$ cat src/rtl/pipe_ctrl_pkg.sv
// Shared constants for the pipeline stall/flush scheduler: stall-vector layout,
// stall patterns and the EX multi-cycle FSM state type.
package pipe_ctrl_pkg;

  // Stall vector width: one bit per stage, PC through WB.
  localparam int unsigned STALL_W = 6;

  // Stage bit positions inside the stall vector.
  localparam int unsigned STG_PC  = 0;
  localparam int unsigned STG_IF  = 1;
  localparam int unsigned STG_ID  = 2;
  localparam int unsigned STG_EX  = 3;
  localparam int unsigned STG_MEM = 4;
  localparam int unsigned STG_WB  = 5;

  // Register address width of the core.
  localparam int unsigned REG_AW = 5;

  // Mask that holds stages PC..stg; the stage after stg receives a bubble.
  function automatic logic [STALL_W-1:0] stall_through(input int unsigned stg);
    logic [STALL_W-1:0] m;
    m = '0;
    for (int unsigned i = 0; i < STALL_W; i++) begin
      m[i] = (i <= stg);
    end
    return m;
  endfunction

  localparam logic [STALL_W-1:0] STALL_NONE     = '0;
  localparam logic [STALL_W-1:0] STALL_LOAD_USE = stall_through(STG_ID);
  localparam logic [STALL_W-1:0] STALL_EX       = stall_through(STG_EX);
  localparam logic [STALL_W-1:0] STALL_MEM      = stall_through(STG_MEM);

  // EX multi-cycle operation tracker.
  typedef enum logic {
    EX_IDLE = 1'b0,
    EX_BUSY = 1'b1
  } ex_state_e;

endpackage

$ cat src/rtl/pipe_ctrl_down_counter.sv
// Loadable down counter with hold and zero flag; tracks the remaining EX
// occupancy of a multi-cycle operation.
//   clk, rst  : clock, synchronous active-high reset
//   clr       : synchronous clear (pipeline flush)
//   load      : load load_val (takes priority over dec)
//   load_val  : value to load
//   dec       : decrement by one; count holds when dec is low
//   count     : current count (registered)
//   zero_c    : count == 0 (combinational decode of the register)
module pipe_ctrl_down_counter #(
  parameter int unsigned W = 6
) (
  input  logic         clk,
  input  logic         rst,
  input  logic         clr,
  input  logic         load,
  input  logic [W-1:0] load_val,
  input  logic         dec,
  output logic [W-1:0] count,
  output logic         zero_c
);

  // Count register: clear > load > decrement > hold.
  always_ff @(posedge clk) begin
    if (rst || clr) begin
      count <= '0;
    end else if (load) begin
      count <= load_val;
    end else if (dec && (count != '0)) begin
      count <= count - W'(1);
    end
  end

  assign zero_c = (count == '0);

endmodule

$ cat src/rtl/pipe_ctrl.sv
// Pipeline stall/flush scheduler for the 5-stage core. Merges exception flush,
// MEM bus waits, EX multi-cycle occupancy and ID load-use hazards into one
// stall vector (hold PC..k, bubble into k+1) and keeps MEM-timeout and
// stall-cycle statistics.
//   clk, rst          : clock, synchronous active-high reset
//   flush_i           : exception/redirect, aborts all waits this cycle
//   id_reg*_read_i/addr_i : ID operand reads
//   ex_is_load_i, ex_wreg_i, ex_wd_i : EX instruction destination info
//   ex_mc_start_i, ex_mc_cycles_i    : start pulse and total length of a multi-cycle op
//   mem_req_i, mem_ack_i             : MEM outstanding access / completion
//   stall_o           : [0]PC [1]IF [2]ID [3]EX [4]MEM [5]WB, 1 = hold (same-cycle)
//   flush_o           : clear IF/ID/EX/MEM pipeline registers (same-cycle)
//   ex_mc_busy_o      : multi-cycle op in progress
//   ex_mc_last_o      : final advancing EX cycle of the op, result valid
//   mem_timeout_o     : sticky MEM-wait timeout
//   stall_cnt_o       : saturating count of stalled cycles
module pipe_ctrl
  import pipe_ctrl_pkg::*;
#(
  parameter int unsigned CNT_W       = 6,
  parameter int unsigned MEM_TIMEOUT = 255,
  parameter int unsigned TO_W        = 8,
  parameter int unsigned PERF_W      = 32
) (
  input  logic              clk,
  input  logic              rst,
  input  logic              flush_i,
  input  logic              id_reg1_read_i,
  input  logic [4:0]        id_reg1_addr_i,
  input  logic              id_reg2_read_i,
  input  logic [4:0]        id_reg2_addr_i,
  input  logic              ex_is_load_i,
  input  logic              ex_wreg_i,
  input  logic [4:0]        ex_wd_i,
  input  logic              ex_mc_start_i,
  input  logic [CNT_W-1:0]  ex_mc_cycles_i,
  input  logic              mem_req_i,
  input  logic              mem_ack_i,
  output logic [5:0]        stall_o,
  output logic              flush_o,
  output logic              ex_mc_busy_o,
  output logic              ex_mc_last_o,
  output logic              mem_timeout_o,
  output logic [PERF_W-1:0] stall_cnt_o
);

  localparam logic [TO_W-1:0] TIMEOUT_VAL = TO_W'(MEM_TIMEOUT);

  ex_state_e          state_q;
  logic [CNT_W-1:0]   mc_cnt;
  logic               mc_zero_c;
  logic [TO_W-1:0]    wait_q;
  logic [TO_W-1:0]    wait_inc_c;

  logic               mem_stall_c;
  logic               load_use_c;
  logic               busy_c;
  logic               mc_start_ok_c;
  logic               ex_stall_c;
  logic               mc_load_c;
  logic               mc_dec_c;
  logic [STALL_W-1:0] stall_c;

  // Bus wait: the ack cycle itself completes and is not stalled.
  assign mem_stall_c = mem_req_i & ~mem_ack_i;

  // Load result is not forwardable to ID in time; r0 never creates a hazard.
  assign load_use_c = ex_is_load_i & ex_wreg_i & (ex_wd_i != REG_AW'(0)) &
                      ((id_reg1_read_i & (id_reg1_addr_i == ex_wd_i)) |
                       (id_reg2_read_i & (id_reg2_addr_i == ex_wd_i)));

  assign busy_c = (state_q == EX_BUSY);

  // Ops shorter than two cycles behave like single-cycle EX and need no tracking.
  assign mc_start_ok_c = ~busy_c & ex_mc_start_i & ~mem_stall_c &
                         (ex_mc_cycles_i >= CNT_W'(2));

  // EX holds on the start cycle and on every busy cycle except the last.
  assign ex_stall_c = mc_start_ok_c | (busy_c & ~mc_zero_c);

  // Counter control: a MEM stall freezes EX, so the count holds.
  assign mc_load_c = mc_start_ok_c & ~flush_i;
  assign mc_dec_c  = busy_c & ~mc_zero_c & ~mem_stall_c & ~flush_i;

  pipe_ctrl_down_counter #(
    .W (CNT_W)
  ) u_mc_cnt (
    .clk      (clk),
    .rst      (rst),
    .clr      (flush_i),
    .load     (mc_load_c),
    .load_val (ex_mc_cycles_i - CNT_W'(2)),
    .dec      (mc_dec_c),
    .count    (mc_cnt),
    .zero_c   (mc_zero_c)
  );

  // Stall priority: flush > MEM wait > EX occupancy > load-use.
  always_comb begin
    stall_c = STALL_NONE;
    if (rst || flush_i) begin
      stall_c = STALL_NONE;
    end else if (mem_stall_c) begin
      stall_c = STALL_MEM;
    end else if (ex_stall_c) begin
      stall_c = STALL_EX;
    end else if (load_use_c) begin
      stall_c = STALL_LOAD_USE;
    end
  end

  assign stall_o      = stall_c;
  assign flush_o      = flush_i & ~rst;
  assign ex_mc_busy_o = busy_c & ~rst;
  // The final cycle only counts once EX actually advances out of it.
  assign ex_mc_last_o = busy_c & mc_zero_c & ~mem_stall_c & ~flush_i & ~rst;

  // EX multi-cycle FSM.
  always_ff @(posedge clk) begin
    if (rst) begin
      state_q <= EX_IDLE;
    end else if (flush_i) begin
      state_q <= EX_IDLE;
    end else begin
      case (state_q)
        EX_IDLE: begin
          if (mc_start_ok_c) begin
            state_q <= EX_BUSY;
          end
        end
        EX_BUSY: begin
          if (mc_zero_c && !mem_stall_c) begin
            state_q <= EX_IDLE;
          end
        end
        default: state_q <= EX_IDLE;
      endcase
    end
  end

  // Saturating increment of the consecutive MEM-wait count.
  assign wait_inc_c = (wait_q == {TO_W{1'b1}}) ? wait_q : (wait_q + TO_W'(1));

  // MEM-wait counter and sticky timeout flag.
  always_ff @(posedge clk) begin
    if (rst || flush_i) begin
      wait_q        <= '0;
      mem_timeout_o <= 1'b0;
    end else if (mem_stall_c) begin
      wait_q <= wait_inc_c;
      if (wait_inc_c >= TIMEOUT_VAL) begin
        mem_timeout_o <= 1'b1;
      end
    end else begin
      wait_q <= '0;
    end
  end

  // Saturating stalled-cycle performance counter; only reset clears it.
  always_ff @(posedge clk) begin
    if (rst) begin
      stall_cnt_o <= '0;
    end else if ((stall_c != STALL_NONE) && (stall_cnt_o != {PERF_W{1'b1}})) begin
      stall_cnt_o <= stall_cnt_o + PERF_W'(1);
    end
  end

endmodule

$ cat config.mk
export PLATFORM = sky130hd
export DESIGN_NAME = pipe_ctrl
export DESIGN_NICKNAME = d
export VERILOG_FILES = /design/src/rtl/pipe_ctrl_pkg.sv /design/src/rtl/pipe_ctrl_down_counter.sv /design/src/rtl/pipe_ctrl.sv
export SDC_FILE = /design/constraint.sdc
export NUM_CORES = 1
export LEC_CHECK = 0
export ABC_AREA = 1
export CAP_MARGIN = 30
export CORE_MARGIN = 2
export CORE_UTILIZATION = 40
export DETAILED_ROUTE_END_ITERATION = 10
export PLACE_DENSITY_LB_ADDON = 0.1
export SYNTH_ARGS = -nofsm -noshare
export SYNTH_HDL_FRONTEND = slang
export SYNTH_SLANG_ARGS = --single-unit
$ cat constraint.sdc
create_clock -name clk -period 4.1 [get_ports clk]
set_input_delay 0.41 -clock clk [delete_from_list [all_inputs] [get_ports clk]]
set_output_delay 0.41 -clock clk [all_outputs]
set_load 0.01 [all_outputs]
==> summary.txt, run 1 <==
R2R depth - 9
Post-DP HPWL - 6603 um
Most frequent cell after synthesis - nand2_1
Vias in the first global route - 3247
Min-Delay Path Class - input port to flip-flop
Reg2reg start - stall_cnt_o[0]$_SDFFE_PP0P_
Final #Nets - 653
Period Utilization, post-route - 69.83%
Non-filler instance count after layout - 726
Setup crit start kind - input port
Max FO, Critical Path - 36
R2r endpoint - stall_cnt_o[11]$_SDFFE_PP0P_
Final hold vios - 0
Gr usage total - 18.64%
Yosys top cell by area - dfxtp_1
Area contributors post-synth - dfxtp_1 (27%), nand2_1 (18%), nor2_1 (9.3%), a21oi_2 (7.2%), nand3_1 (6.5%)
Buffers and inverters on the worst path - 4
Dpl ws - 1241 ps
WHS Endpoint - u_mc_cnt.count[5]$_SDFFE_PP0P_
First-pass GRT wire length - 15170 um
Critical Path AT - 2450 ps
H-tree Lvls - 2
GP Congestion - 0.9113
Crit-path max cell delay - 620 ps
R2r setup slk - 1790 ps
CTS clk-pin slew, worst paths - 80 ps
Psw - 0.2269 mW
Status - finished clean
EDFF count, synth - 0
Share of layout cells above drive strength 1 - 11.17%
Ports - 73
Main synth FF type - dfxtp_1
VDD IR max - 0.1348 mV
Synth async-reset ratio - 0%
Worst-margin pin slew - 546.9 ps
Max frequency - 349.3 MHz
Worst setup margin - 1237 ps
# fillers - 886
Max Cap Viol - 0
Critical path required time - 3690 ps
Synth unique cells - 31
Area growth, synth to finish - 24.13%
Hold Path Cell Cnt - 4
Syn_nets - 590
Max-slew violations - 0
Internal - 0.7369 mW
Crit-path slowest cell - clkdlybuf4s50_1
# setup viols final - 0
Vias/cell - 4.860
Drt pass-1 iters - 5
Total number of vias - 3528
Yosys top cell area share - 27.25%
Max clock buf depth - 2
Post-Synthesis Cells - 554
Crit-path cells - clkdlybuf4s50_1, inv_1, nor2_1, inv_1, nand3_1, nand2_1, nand2_4, clkdlybuf4s50_1
Routed WL - 8748 um
Hold-fix buffers, CTS - 0
Clock Skews - 8.298 ps
Crit path launch - mem_req_i
RSZ-0062 raised after global routing - false
Die X - 97.89 um
Cells after DPL - 718
Die ar. - 9581 sq um
Site row count - 34
Crit Path Class - input port to output port
Synthesized area per cell - 6.364 sq um
Residual DRC count - 0
Post-CTS setup buffers - 0
Initial core utilization - 40.83%
Setup_tns - 0 ps
Antenna violations before repair - 0
Post-DRT Antenna Nets - 0
Core ar. - 8636 sq um
Pin count of the biggest net entering global routing - 37
Leakage - 1.694 nW
Pwr dens - 220.2 nW/um^2
Clock power share - 38.9%
CP top delay family - buffers and inverters
Seq pwr share - 49.0%
Routed length per instance - 12.05 um
Final instance area - 4377 sq um
Clock Tree Root - clkbuf_8
CTS tree - yes
DR iter-0 viols - 132
Synthesis-stage register bit count - 48
Port bufs - 71
Minimum clock period after layout - 2863 ps
Sequential fraction of the synthesis area - 27.25%
Area of the mapped netlist - 3526 sq um
CTS sink cnt - 48
DP Area - 4250 sq um
Grt total ovfl - 0
Worst-Skew Late Latency - 300 ps
CTS buffer count - 5
Hold Crit Start - rst
Yosys warns - 0
Switch share - 23.54%
Util after Layout - 50.68%
Slew Limit Headroom - 63.54%
# resized after CTS - 0
CP Capture Type - output port
Synth cell count leaders - nand2_1 (166), nor2_1 (87), inv_1 (54)
Logic pwr share - 12.0%
Ant. Diodes - 0
Die Height - 97.89 um
logic make-up (layout without fill, tap and decap cells):
| family | count (synthesis) | in the layout | synth area share (%) |
|---|---|---|---|
| compound gates | 55 | 55 | 11.14 |
| xor+xnor | 24 | 24 | 5.962 |
| fa+ha+maj | 5 | 5 | 1.774 |
| buf+inv | 70 | 134 | 9.262 |
| flops | 48 | 48 | 27.25 |
| other cells | 1 | 1 | 0.1064 |
| simple gates | 351 | 351 | 44.50 |
worst max path at each step:
stage	to	slack (ps)	depth (start not counted)
after floorplan	stall_o[1]	2290	8
after global placement	stall_o[0]	1300	8
after detailed placement	stall_o[0]	1240	8
after CTS	stall_o[0]	1230	8
after global routing	stall_o[0]	1100	8
final	stall_o[0]	1240	8
flip-flops by register name, indices dropped and copies added (netlist names):
register,count
stall_cnt_o,32
wait_q,8
u_mc_cnt.count,6
busy_c,1
mem_timeout_o,1
cell usage in the layout (no fill, tap or decap), drive strengths merged:
cell,n
nand2,191
nor2,92
clkdlybuf4s50,70
inv,54
dfxtp,48
nand3,46
a21oi,40
xor2,15
nand3b,14
o21ai,10
xnor2,9
nand4,7
clkbuf,7
ha,5
o22ai,2
buf,2
o211ai,1
nor3,1
a21o,1
a31oi,1
conb,1
bufinv,1
final cells by class:
| cell class | count | area (sq um) | share of cell area, % |
|---|---|---|---|
| inverter | 54 | 202.7 | 4.631 |
| tap | 108 | 135.1 | 3.087 |
| clock inverter | 1 | 30.03 | 0.6861 |
| multi-input combinational | 436 | 2238 | 51.14 |
| timing repair buffer | 72 | 713.2 | 16.30 |
| clock buffer | 7 | 96.34 | 2.201 |
| sequential | 48 | 960.9 | 21.96 |
metal layers:
metal | GRT usage [%] | up-vias | part of all wire, %
met4 | 4.167 | 0 | 0.86
met3 | 3.078 | 7 | 5.8
met5 | 0 | - | 0
li1 | - | 1875 | -
met2 | 28.71 | 84 | 42
met1 | 27.31 | 1562 | 51
through the flow:
stage | hold slack, ps | power [mW]
floorplan | 462.9 | 0.5557
global placement | 445.0 | 0.5988
detailed placement | 440.9 | 0.5995
CTS | 432.1 | 0.9760
global route | 465.3 | 1.010
finish | 427.1 | 0.9638
power by group through the flow:
| stage | registers [mW] | clock network, mW | logic, mW |
|---|---|---|---|
| floorplan | 0.483 | 0 | 0.0728 |
| global placement | 0.483 | 0 | 0.115 |
| detailed placement | 0.484 | 0 | 0.116 |
| CTS | 0.473 | 0.387 | 0.117 |
| global route | 0.473 | 0.407 | 0.129 |
| finish | 0.473 | 0.375 | 0.116 |
worst reg2reg max path, stage by stage (launching register included):
cell and delay [ps]:
dfxtp_1 510, ha_1 300, inv_1 130, nor2_8 180, nand2_4 90, nor2_4 170, nand2_4 250, nand2_8 360
nand2_1 120, a21oi_2 130
(Power assumes the default switching activity.)
==> inputs of run 2 (changes only) <==
==> constraint.sdc (replaced) <==
create_clock -name clk -period 3 [get_ports clk]
set_input_delay 0.3 -clock clk [delete_from_list [all_inputs] [get_ports clk]]
set_output_delay 0.3 -clock clk [all_outputs]
set_load 0.01 [all_outputs]
==> run 2 against run 1 <==
Compared with the run above: combinational power rose by 38%; critical path depth stayed put; clock skew about the same; critical endpoint is now stall_o[1]; sequential share of layout area about the same; via count increased by 0.54%; largest cell class unchanged; largest power group unchanged; setup slack worse by 680 ps; flip-flop and latch count unchanged; total power grew 37%.
==> summary.txt, run 2 (synthesized netlist as in run 1, its figures left out) <==
Status - finished clean
Crit Path Class - input port to output port
Die X - 97.89 um (unchanged)
Non-filler instance count after layout - 727 (+0.14%)
Site row count - 34 (unchanged)
CTS clk-pin slew, worst paths - 90 ps (about the same)
Final hold vios - 0 (unchanged)
Pin count of the biggest net entering global routing - 35 (-5.4%)
Minimum clock period after layout - 2445 ps
Share of layout cells above drive strength 1 - 11.31% (+0.14 points)
Leakage - 1.699 nW (+0.31%)
Dpl ws - 534.5 ps (-706.1 ps)
First-pass GRT wire length - 15360 um (+1.3%)
Post-DP HPWL - 6840 um (+3.6%)
R2R depth - 9 (unchanged)
GP Congestion - 0.9090 (-0.25%)
Final #Nets - 654 (+0.15%)
CP Capture Type - output port
RSZ-0062 raised after global routing - false
Util after Layout - 50.77% (+0.087 points)
Period Utilization, post-route - 81.51%
Residual DRC count - 0 (unchanged)
Area growth, synth to finish - 24.34%
R2r setup slk - 720 ps (-1070 ps)
Crit path capture - stall_o[1]
Max Cap Viol - 0 (unchanged)
R2r endpoint - stall_cnt_o[9]$_SDFFE_PP0P_
Max reg flops - 32 (unchanged)
Port bufs - 71 (unchanged)
Top Registers - stall_cnt_o (32), wait_q (8), u_mc_cnt.count (6)
CTS tree - yes
# setup viols final - 0 (unchanged)
Total number of vias - 3547 (+0.54%)
Worst-margin pin slew - 538.5 ps (-8.442 ps)
Ports - 73 (unchanged)
Critical Path AT - 2150 ps (-300 ps)
Max-slew violations - 0 (unchanged)
Core ar. - 8636 sq um (unchanged)
Worst hold margin - 302.2 ps (-125.0 ps)
Min-Delay Path Class - input port to flip-flop
CTS sink cnt - 48 (unchanged)
Worst setup margin - 554.7 ps (-682.3 ps)
Worst-Skew Late Latency - 300 ps (about the same)
Crit path launch - mem_req_i
Die Height - 97.89 um (unchanged)
Routed length per instance - 12.30 um (+2.1%)
Grt total ovfl - 0 (unchanged)
DP Area - 4258 sq um (+0.18%)
CTS buffer count - 5 (unchanged)
Initial core utilization - 40.83% (unchanged)
Power Total - 1.323 mW (+37%)
Final instance area - 4384 sq um (+0.17%)
Max clock buf depth - 2 (unchanged)
Clock Skews - 8.221 ps (-0.07679 ps)
Post-CTS setup buffers - 0 (unchanged)
DR iter-0 viols - 147 (+11%)
VDD IR max - 0.1686 mV (+25%)
Vias/cell - 4.879 (+0.40%)
Die ar. - 9581 sq um (unchanged)
Hold-fix buffers, CTS - 0 (unchanged)
# resized after CTS - 0 (unchanged)
Ant. Diodes - 0 (unchanged)
Routed WL - 8943 um (+2.2%)
H-tree Lvls - 2 (unchanged)
Max frequency - 409.0 MHz
Pwr dens - 301.7 nW/um^2 (+37%)
Setup crit start kind - input port
Vias in the first global route - 3277 (+0.92%)
Reg2reg start - stall_cnt_o[0]$_SDFFE_PP0P_
# fillers - 876 (-1.1%)
Critical path required time - 2700 ps (-990 ps)
Commonest non-fill, non-tap cell in the layout - nand2_1
Antenna violations before repair - 0 (unchanged)
Post-DRT Antenna Nets - 0 (unchanged)
Cells after DPL - 719 (+0.14%)
Gr usage total - 18.91% (+0.27 points)
Slew Limit Headroom - 64.10% (+0.56 points)
Largest Register - stall_cnt_o
Clock Tree Root - clkbuf_8
Drt pass-1 iters - 4 (-1)
Most frequent cells in the layout - nand2_1 (166), nor2_1 (87), clkdlybuf4s50_1 (70)
Max FO, Critical Path - 15 (-58%)
Setup_tns - 0 ps (unchanged)
==> run 2: power by group <==
group | switching (mW) | internal [mW]
Combinational | 0.0866 | 0.0731
Sequential | 0.00512 | 0.641
Clock | 0.223 | 0.294
Total | 0.314 | 1.01
==> run 2: worst min-delay path by stage <==
stage | from | end | depth (start not counted)
final | rst | u_mc_cnt.count[5]$_SDFFE_PP0P_ | 4
after global routing | rst | u_mc_cnt.count[5]$_SDFFE_PP0P_ | 4
after CTS | rst | u_mc_cnt.count[5]$_SDFFE_PP0P_ | 4
after detailed placement | mem_timeout_o$_SDFFE_PP0P_ | mem_timeout_o$_SDFFE_PP0P_ | 2
after global placement | mem_timeout_o$_SDFFE_PP0P_ | mem_timeout_o$_SDFFE_PP0P_ | 2
after floorplan | busy_c$_SDFF_PP0_ | busy_c$_SDFF_PP0_ | 2
==> run 2: critical path, cell delays in order <==
cell	delay, ps
clkdlybuf4s50_1	450
inv_1	40
nor2_1	190
inv_1	130
nand3_1	110
nand2_1	110
nand2_4	230
clkdlybuf4s50_1	580
==> run 2: area by class of cell <==
type	instances	area (sq um)	share of cell area (%)
tap	108	135.1	3.082
sequential	48	960.9	21.92
multi-input combinational	436	2238	51.06
inverter	54	202.7	4.623
clock buffer	7	96.34	2.197
clock inverter	1	30.03	0.6849
timing repair buffer	73	720.7	16.44
==> run 2: per-layer routing <==
layer  track usage [%]  vias up  wire (um)  share of wire (%)
li1                  -     1875          -                  -
met5                 0        -          0                  0
met4             4.808        0        108                1.2
met3             2.720        8        451                5.0
met1             27.62     1584       4585                 51
met2             29.29       80       3797                 42
